File: config.mk
export PLATFORM = sky130hd
export DESIGN_NAME = vmem_fill_ctrl
export DESIGN_NICKNAME = d
export VERILOG_FILES = /design/src/rtl/vmem_fill_ctrl.sv
export SDC_FILE = /design/constraint.sdc
export NUM_CORES = 1
export LEC_CHECK = 0
export BUFFER_PORTS_ARGS = -buffer_cell sky130_fd_sc_hd__clkbuf_2
export CAP_MARGIN = 20
export CORE_MARGIN = 2
export CORE_UTILIZATION = 45
export DETAILED_ROUTE_END_ITERATION = 6
export PLACE_DENSITY = 0.72
export SLEW_MARGIN = 10
export SYNTH_ARGS = -nofsm -noshare
export SYNTH_HDL_FRONTEND = slang
export SYNTH_SLANG_ARGS = --single-unit
File: constraint.sdc
create_clock -name clk_i -period 5.6 [get_ports clk_i]
set_input_delay 1.12 -clock clk_i [delete_from_list [all_inputs] [get_ports clk_i]]
set_output_delay 1.12 -clock clk_i [all_outputs]
set_load 0.02 [all_outputs]
File: src/rtl/vmem_fill_ctrl.sv
// Rectangle-fill engine and vmem write-port arbiter for the 240x240 3-bit video memory.
// CPU stores always win the write port; the engine writes one pixel per free cycle.
module vmem_fill_ctrl #(
   parameter int unsigned WIDTH  = 240,
   parameter int unsigned HEIGHT = 240
) (
   input  logic        clk_i,
   input  logic        rst_i,
   input  logic        cfg_we_i,
   input  logic [3:0]  cfg_addr_i,
   input  logic [31:0] cfg_wdata_i,
   output logic [31:0] cfg_rdata_o,
   input  logic        cpu_we_i,
   input  logic [15:0] cpu_waddr_i,
   input  logic [2:0]  cpu_wdata_i,
   output logic        vmem_we_o,
   output logic [15:0] vmem_waddr_o,
   output logic [2:0]  vmem_wdata_o,
   output logic        busy_o,
   output logic        done_o
);

   localparam logic [8:0] WIDTH_L  = 9'(WIDTH);
   localparam logic [8:0] HEIGHT_L = 9'(HEIGHT);

   typedef enum logic {IDLE, RUN} state_t;

   state_t     state, state_nxt;
   logic [7:0] x0, y0, w, h, x, y;
   logic [2:0] color;
   logic       done_flag, err_flag;

   logic       sel_ctrl, start_req, abort_req;
   logic [8:0] x_end, y_end;
   logic [7:0] x_last, y_last;
   logic       params_ok, at_last;
   logic       fill_we, launch, reject, finish;
   logic       unused_bits;

   assign unused_bits = ^{cfg_wdata_i[31:16], cfg_addr_i[1:0]};

   assign sel_ctrl  = cfg_we_i && (cfg_addr_i[3:2] == 2'd0);
   assign start_req = sel_ctrl && cfg_wdata_i[0];
   assign abort_req = sel_ctrl && cfg_wdata_i[1];

   assign x_end     = {1'b0, x0} + {1'b0, w};
   assign y_end     = {1'b0, y0} + {1'b0, h};
   assign x_last    = x0 + w - 8'd1;
   assign y_last    = y0 + h - 8'd1;
   assign params_ok = (w != '0) && (h != '0) && (x_end <= WIDTH_L) && (y_end <= HEIGHT_L);
   assign at_last   = (x == x_last) && (y == y_last);

   assign busy_o = (state == RUN);

   always_ff @(posedge clk_i) begin
      if (rst_i) state <= IDLE;
      else       state <= state_nxt;
   end

   // The engine is silenced in the reset cycle itself so a mid-fill reset issues no further writes.
   always_comb begin
      state_nxt = state;
      fill_we   = 1'b0;
      launch    = 1'b0;
      reject    = 1'b0;
      finish    = 1'b0;
      unique case (state)
         IDLE: begin
            if (start_req) begin
               if (params_ok) begin
                  launch    = 1'b1;
                  state_nxt = RUN;
               end else begin
                  reject = 1'b1;
               end
            end
         end
         RUN: begin
            fill_we = !cpu_we_i && !rst_i;
            if (abort_req) begin
               state_nxt = IDLE;
            end else if (fill_we && at_last) begin
               finish    = 1'b1;
               state_nxt = IDLE;
            end
         end
         default: state_nxt = IDLE;
      endcase
   end

   always_comb begin
      vmem_we_o    = cpu_we_i || fill_we;
      vmem_waddr_o = '0;
      vmem_wdata_o = '0;
      if (cpu_we_i) begin
         vmem_waddr_o = cpu_waddr_i;
         vmem_wdata_o = cpu_wdata_i;
      end else if (fill_we) begin
         vmem_waddr_o = {y, x};
         vmem_wdata_o = color;
      end
   end

   always_ff @(posedge clk_i) begin
      if (rst_i) begin
         x0          <= '0;
         y0          <= '0;
         w           <= '0;
         h           <= '0;
         color       <= '0;
         x           <= '0;
         y           <= '0;
         done_flag   <= 1'b0;
         err_flag    <= 1'b0;
         done_o      <= 1'b0;
         cfg_rdata_o <= '0;
      end else begin
         done_o <= finish;
         if (launch) begin
            err_flag  <= 1'b0;
            done_flag <= 1'b0;
            x         <= x0;
            y         <= y0;
         end
         if (reject) begin
            err_flag  <= 1'b1;
            done_flag <= 1'b0;
         end
         if (finish) done_flag <= 1'b1;
         if (fill_we) begin
            if (x == x_last) begin
               x <= x0;
               y <= y + 8'd1;
            end else begin
               x <= x + 8'd1;
            end
         end
         if (cfg_we_i && state == IDLE) begin
            unique case (cfg_addr_i[3:2])
               2'd1: begin
                  x0 <= cfg_wdata_i[7:0];
                  y0 <= cfg_wdata_i[15:8];
               end
               2'd2: begin
                  w <= cfg_wdata_i[7:0];
                  h <= cfg_wdata_i[15:8];
               end
               2'd3:    color <= cfg_wdata_i[2:0];
               default: ;
            endcase
         end
         unique case (cfg_addr_i[3:2])
            2'd0: cfg_rdata_o <= {29'd0, err_flag, done_flag, busy_o};
            2'd1: cfg_rdata_o <= {16'd0, y0, x0};
            2'd2: cfg_rdata_o <= {16'd0, h, w};
            2'd3: cfg_rdata_o <= {29'd0, color};
            default: cfg_rdata_o <= '0;
         endcase
      end
   end

endmodule
# After elaboration in Yosys (flattened, before gate mapping)
# Index checks and enable logic that the tools add are counted.
word_totals:
  ff_bits: 87
  in_bits: 59
  out_inout_bits: 54
  wordCells: 78
op_classes:
  add_sub_neg: 8
  magnitude_cmp: 2
  n_eq_ne: 5
  n_mux: 28
  bitwise_logic: 1
  reduce_logical: 22
op_table:
  columns: ["cell", "n"]
  rows:
  - ["$pmux 32 s4", 1]
  - ["$mux 8", 6]
  - ["$mux 16", 2]
  - ["$add 8x8->9", 2]
  - ["$le 9x8->1 const B", 2]
  - ["$add 8x1->8 const B", 2]
  - ["$add 8x8->8", 2]
  - ["$eq 8x8->1", 2]
  - ["$mux 1", 16]
  - ["$reduce_bool 8->1", 2]
  - ["$sub 8x1->8 const B", 2]
  - ["$logic_and 1x1->1", 10]
  - ["$mux 3", 2]
  - ["$reduce_and 2->1", 3]
  - ["$eq 2x2->1 const B", 2]
  - ["$reduce_bool 2->1", 2]
  - ["$reduce_bool 3->1", 1]
  - ["$eq 2x1->1 const B", 1]
  - ["$logic_not 1->1", 2]
  - ["$logic_not 2->1", 1]
  - ["$pmux 1 s2", 1]
  - ["$logic_or 1x1->1", 1]
  - ["$not 1->1", 1]

# Depth between registers and ports, before layout
logic_depth:
  depth_word: 10
  mapped_depth: 13
  ltp_nobuf: 12

# Worst setup path after synthesis
# Ideal clock, no wire load.
synth_path:
  path_kind: "input port to output port"
  start: "input rst_i"
  end: "output vmem_waddr_o[10]"
  t_arrival_ns: 2.275
  t_required_ns: 4.480
  setup_slack_ns: 2.205
  stages: 3
  n_path_buf: 1
  path_cell_list: "nor3_1 > clkbuf_1 > a22o_1"
synth_between:
  elab_chain_cells: 5
synth_lines:
  columns: ["item", "line_no", "source"]
  rows:
  - ["start, declared", "8", "input logic rst_i,"]
  - ["$logic_not 1->1", "79", "fill_we = !cpu_we_i && !rst_i;"]
  - ["$logic_and 1x1->1", "79", null]
  - ["$mux 1", "67", "unique case (state)"]
  - ["$mux 16", "98", "end else if (fill_we) begin"]
  - ["$mux 16", "95", "if (cpu_we_i) begin"]
  - ["end, declared", "17", "output logic [15:0] vmem_waddr_o,"]
# Every way passes these cells.

# Final worst setup path
layout_path:
  start: "input cpu_we_i"
  end: "output vmem_waddr_o[9]"
layout_between:
  elab_chain_cells: 5
layout_lines:
  columns: ["item", "line_no", "source"]
  rows:
  - ["start, declared", "13", "input logic cpu_we_i,"]
  - ["$logic_not 1->1", "79", null]
  - ["$logic_and 1x1->1", "79", null]
  - ["$mux 1", "67", null]
  - ["$mux 16", "98", null]
  - ["$mux 16 *", "95", null]
# Mark *: on every way between the ends. The rest lies on a longest branch, timed or not.

==> impl_metrics.csv <==
group,metric,value,unit
run_status,status,"completed",
floorplan,start_util,0.467,
routing,wl,12.4,mm
floorplan,dieArea,11600,um2
floorplan,die_width,108,um
clock_network,cts_tree,"done",
synthesis,syn_inst,598,
routing,drtIter0Drc,212,
synthesis,synth_ff_type,"dfxtp_1",
clock_network,clock-sinks,71,
synthesis,synth_top_area_frac,0.292,
layout,drive_above_1_share,0.166,
floorplan,design.core.area,10400,um2
clock_network,cts_made_buffers,9,
sta,slew_headroom,0.496,
placed_design,io_buffers,78,
power_and_ir_drop,p_int,787,uW
layout,antenna_cells,0,
grt,grt_max_degree,68,
critical_path,crit_path_start,"cpu_we_i",
power_and_ir_drop,cellLeakagePower,2.46,nW
sta,fin_crit,3.74,ns
grt,grt_busiest_layer,"met2",
clock_network,clkLatencyLatePin,0.36,ns
clock_network,path_clk_slew,0.08,ns
critical_path,crit_fanout,22,
synthesis,synth_edf_count,0,
grt,grt_overflow,0,
synthesis,synth_most_common_cell,"nand2_1",
routing,drcViolationCount,0,
layout,fin_nets,770,
critical_path,critPathCaptureType,"primary output",
sta,hold_viol,0,
critical_path,reg2reg_slack,1.87,ns
critical_path,critPathRequiredTime,4.48,ns
grt,grt.total_usage,0.214,
sta,worstMarginPinSlew,0.750,ns
synthesis,avgSynthCellArea,8.13,um2
layout,post-route-util,0.526,
sta,setup_viol,0,
grt,global_route.usage.met3,0.0309,
floorplan,io_pins,113,
power_and_ir_drop,swShare,0.323,
synthesis,synthesis.area,4860,um2
synthesis,synth_cell_type_count,58,
synthesis,yosys-top-cells-area,"dfxtp_1 (29%), ha_1 (11%), nand2_1 (6.4%)",
synthesis,synthTopCellsByCount,"nand2_1 (83), dfxtp_1 (71), inv_1 (62), a21oi_1 (51), ha_1 (44)",
job,cap_violations,0,
grt,grt_pass1_wl,19.7,mm
clock_network,cts_root_buf,"clkbuf_8",
routing,vias,4337,
sta,fin_skew,0.0144,ns
critical_path,crit_path_start_kind,"primary input",
layout,area_growth,12.7,%
power_and_ir_drop,peakVddDrop,0.122,mV
grt,grt_pass1_vias,4110,
grt,grt_util_met2,0.338,
clock_network,htreeDepth,3,
power_and_ir_drop,power_frac_clock,0.346,
power_and_ir_drop,p_per_area,213,nW/um2
power_and_ir_drop,power.share.sequential,0.457,
layout,nFillCells,986,
floorplan,placementRows,37,
placed_design,dpl.hpwl,9.37,mm
power_and_ir_drop,power_switching,376,uW
sta,fmax,0.268,GHz
sta,rsz0062_at_grt,"no",
critical_path,endpoint,"vmem_waddr_o[9]",
clock_network,clk_path_buf_depth,2,
critical_path,r2r_cells,11,
synthesis,synth_seq_area_share,0.292,
clock_network,ctsHoldBuffers,0,
synthesis,yosysWarnings,0,
critical_path,r2r_start,"x0[2]$_SDFFE_PP0P_",
sta,tns,0,ns
clock_network,post_cts_buffers,0,
critical_path,arrival,2.62,ns
synthesis,yosys.area.top_type,"dfxtp_1",
clock_network,cts_resized,0,
grt,grtUsageMet1,0.293,
routing,routedWlPerCell,15.4,um
synthesis,async_flop_share,0,
critical_path,r2r_end,"x[1]$_SDFFE_PP0P_",
synthesis,synth-seq-cells,71,
floorplan,die_y,108,um
critical_path,worstSetupPathType,"primary input to primary output",
routing,drt_first_pass_iters,5,
sta,maxSlewViolCount,0,
grt,antenna_found_initial,0,
routing,via_per_inst,5.39,
hold_path,hp-class,"register to register",
sta,fin_crit_sh,0.667,
power_and_ir_drop,p_comb_frac,0.197,
routing,drtAntennaViolNets,0,
placed_design,gp_congestion,0.900,
metal layers:
| layer | part of all wire | vias up |
|---|---|---|
| li1 | - | 2168 |
| met1 | 0.48 | 2000 |
| met2 | 0.44 | 147 |
| met3 | 0.060 | 22 |
| met4 | 0.018 | 0 |
| met5 | 0 | - |
metrics by stage:
step / cell area (um2) / setup slack, ns / cells / power, mW / hold WS, ns
6_report: 5480 / 1.86 / 804 / 1.16 / 0.458
5_1_grt: 5480 / 1.68 / 804 / 1.21 / 0.502
4_1_cts: 5460 / 1.87 / 802 / 1.16 / 0.458
3_5_place_dp: 5270 / 1.87 / 786 / 0.768 / 0.448
3_3_place_gp: 5270 / 1.90 / 786 / 0.759 / 0.440
2_1_floorplan: 4920 / 2.20 / 613 / 0.716 / 0.429
state kept, by name (all words and copies together) (netlist names):
| name | flops |
|---|---|
| y0 | 8 |
| x | 8 |
| busy_o | 1 |
| done_o | 1 |
| done_flag | 1 |
| w | 8 |
| x0 | 8 |
| y | 8 |
| err_flag | 1 |
| cfg_rdata_o | 16 |
| color | 3 |
| h | 8 |
cells by family (layout without fill, tap and decap cells):
| kind of cell | Yosys count | after routing | share of synthesized area |
|---|---|---|---|
| adders and majority gates | 48 | 48 | 0.130 |
| buffers and inverters | 105 | 160 | 0.0942 |
| other | 1 | 16 | 0.000772 |
| muxes | 14 | 14 | 0.0373 |
| and+or+nand+nor | 176 | 176 | 0.168 |
| DFF | 71 | 71 | 0.292 |
| AOI/OAI and AO/OA | 147 | 147 | 0.210 |
| xor gates and xnor gates | 36 | 36 | 0.0677 |
area by class of cell:
| cell class | instances | area [um2] | area share |
|---|---|---|---|
| multi-input combinational | 437 | 3040 | 0.556 |
| clock inverter | 6 | 51.3 | 0.00937 |
| timing repair buffer | 82 | 420 | 0.0768 |
| clock buffer | 10 | 138 | 0.0251 |
| inverter | 62 | 233 | 0.0425 |
| tap | 136 | 170 | 0.0311 |
| sequential | 71 | 1420 | 0.260 |
power by group through the flow:
stage / Sequential (mW) / Combinational [mW] / Clock (mW)
floorplan: 0.539 / 0.177 / 0
global placement: 0.543 / 0.217 / 0
detailed placement: 0.543 / 0.225 / 0
CTS: 0.531 / 0.227 / 0.404
global route: 0.534 / 0.251 / 0.427
finish: 0.532 / 0.229 / 0.403
layout by cell type (no fill, tap or decap), types with 10 or more instances in the layout:
cell	n
nand2_1	83
xor2_1	15
clkbuf_2	78
a22oi_1	13
nor2_1	33
a21oi_1	51
and3_1	12
a22o_1	14
conb_1	16
ha_1	44
xnor2_1	20
inv_1	62
o21ai_0	16
dfxtp_1	71
clkbuf_8	10
worst min-delay path by stage:
stage          slack [ns]  cells after the start                      to                   start
2_1_floorplan        0.43                      2  done_flag$_SDFFE_PP0P_  done_flag$_SDFFE_PP0P_
3_3_place_gp         0.44                      2  done_flag$_SDFFE_PP0P_  done_flag$_SDFFE_PP0P_
3_5_place_dp         0.45                      2  done_flag$_SDFFE_PP0P_  done_flag$_SDFFE_PP0P_
4_1_cts              0.46                      2  done_flag$_SDFFE_PP0P_  done_flag$_SDFFE_PP0P_
5_1_grt              0.50                      2  done_flag$_SDFFE_PP0P_  done_flag$_SDFFE_PP0P_
6_report             0.46                      2  done_flag$_SDFFE_PP0P_  done_flag$_SDFFE_PP0P_
worst max-delay path, stage by stage:
cell      delay, ns
clkbuf_2       0.30
nor3_2         0.58
buf_4          0.30
a22o_1         0.15
clkbuf_2       0.16
(Power assumes the default switching activity.)
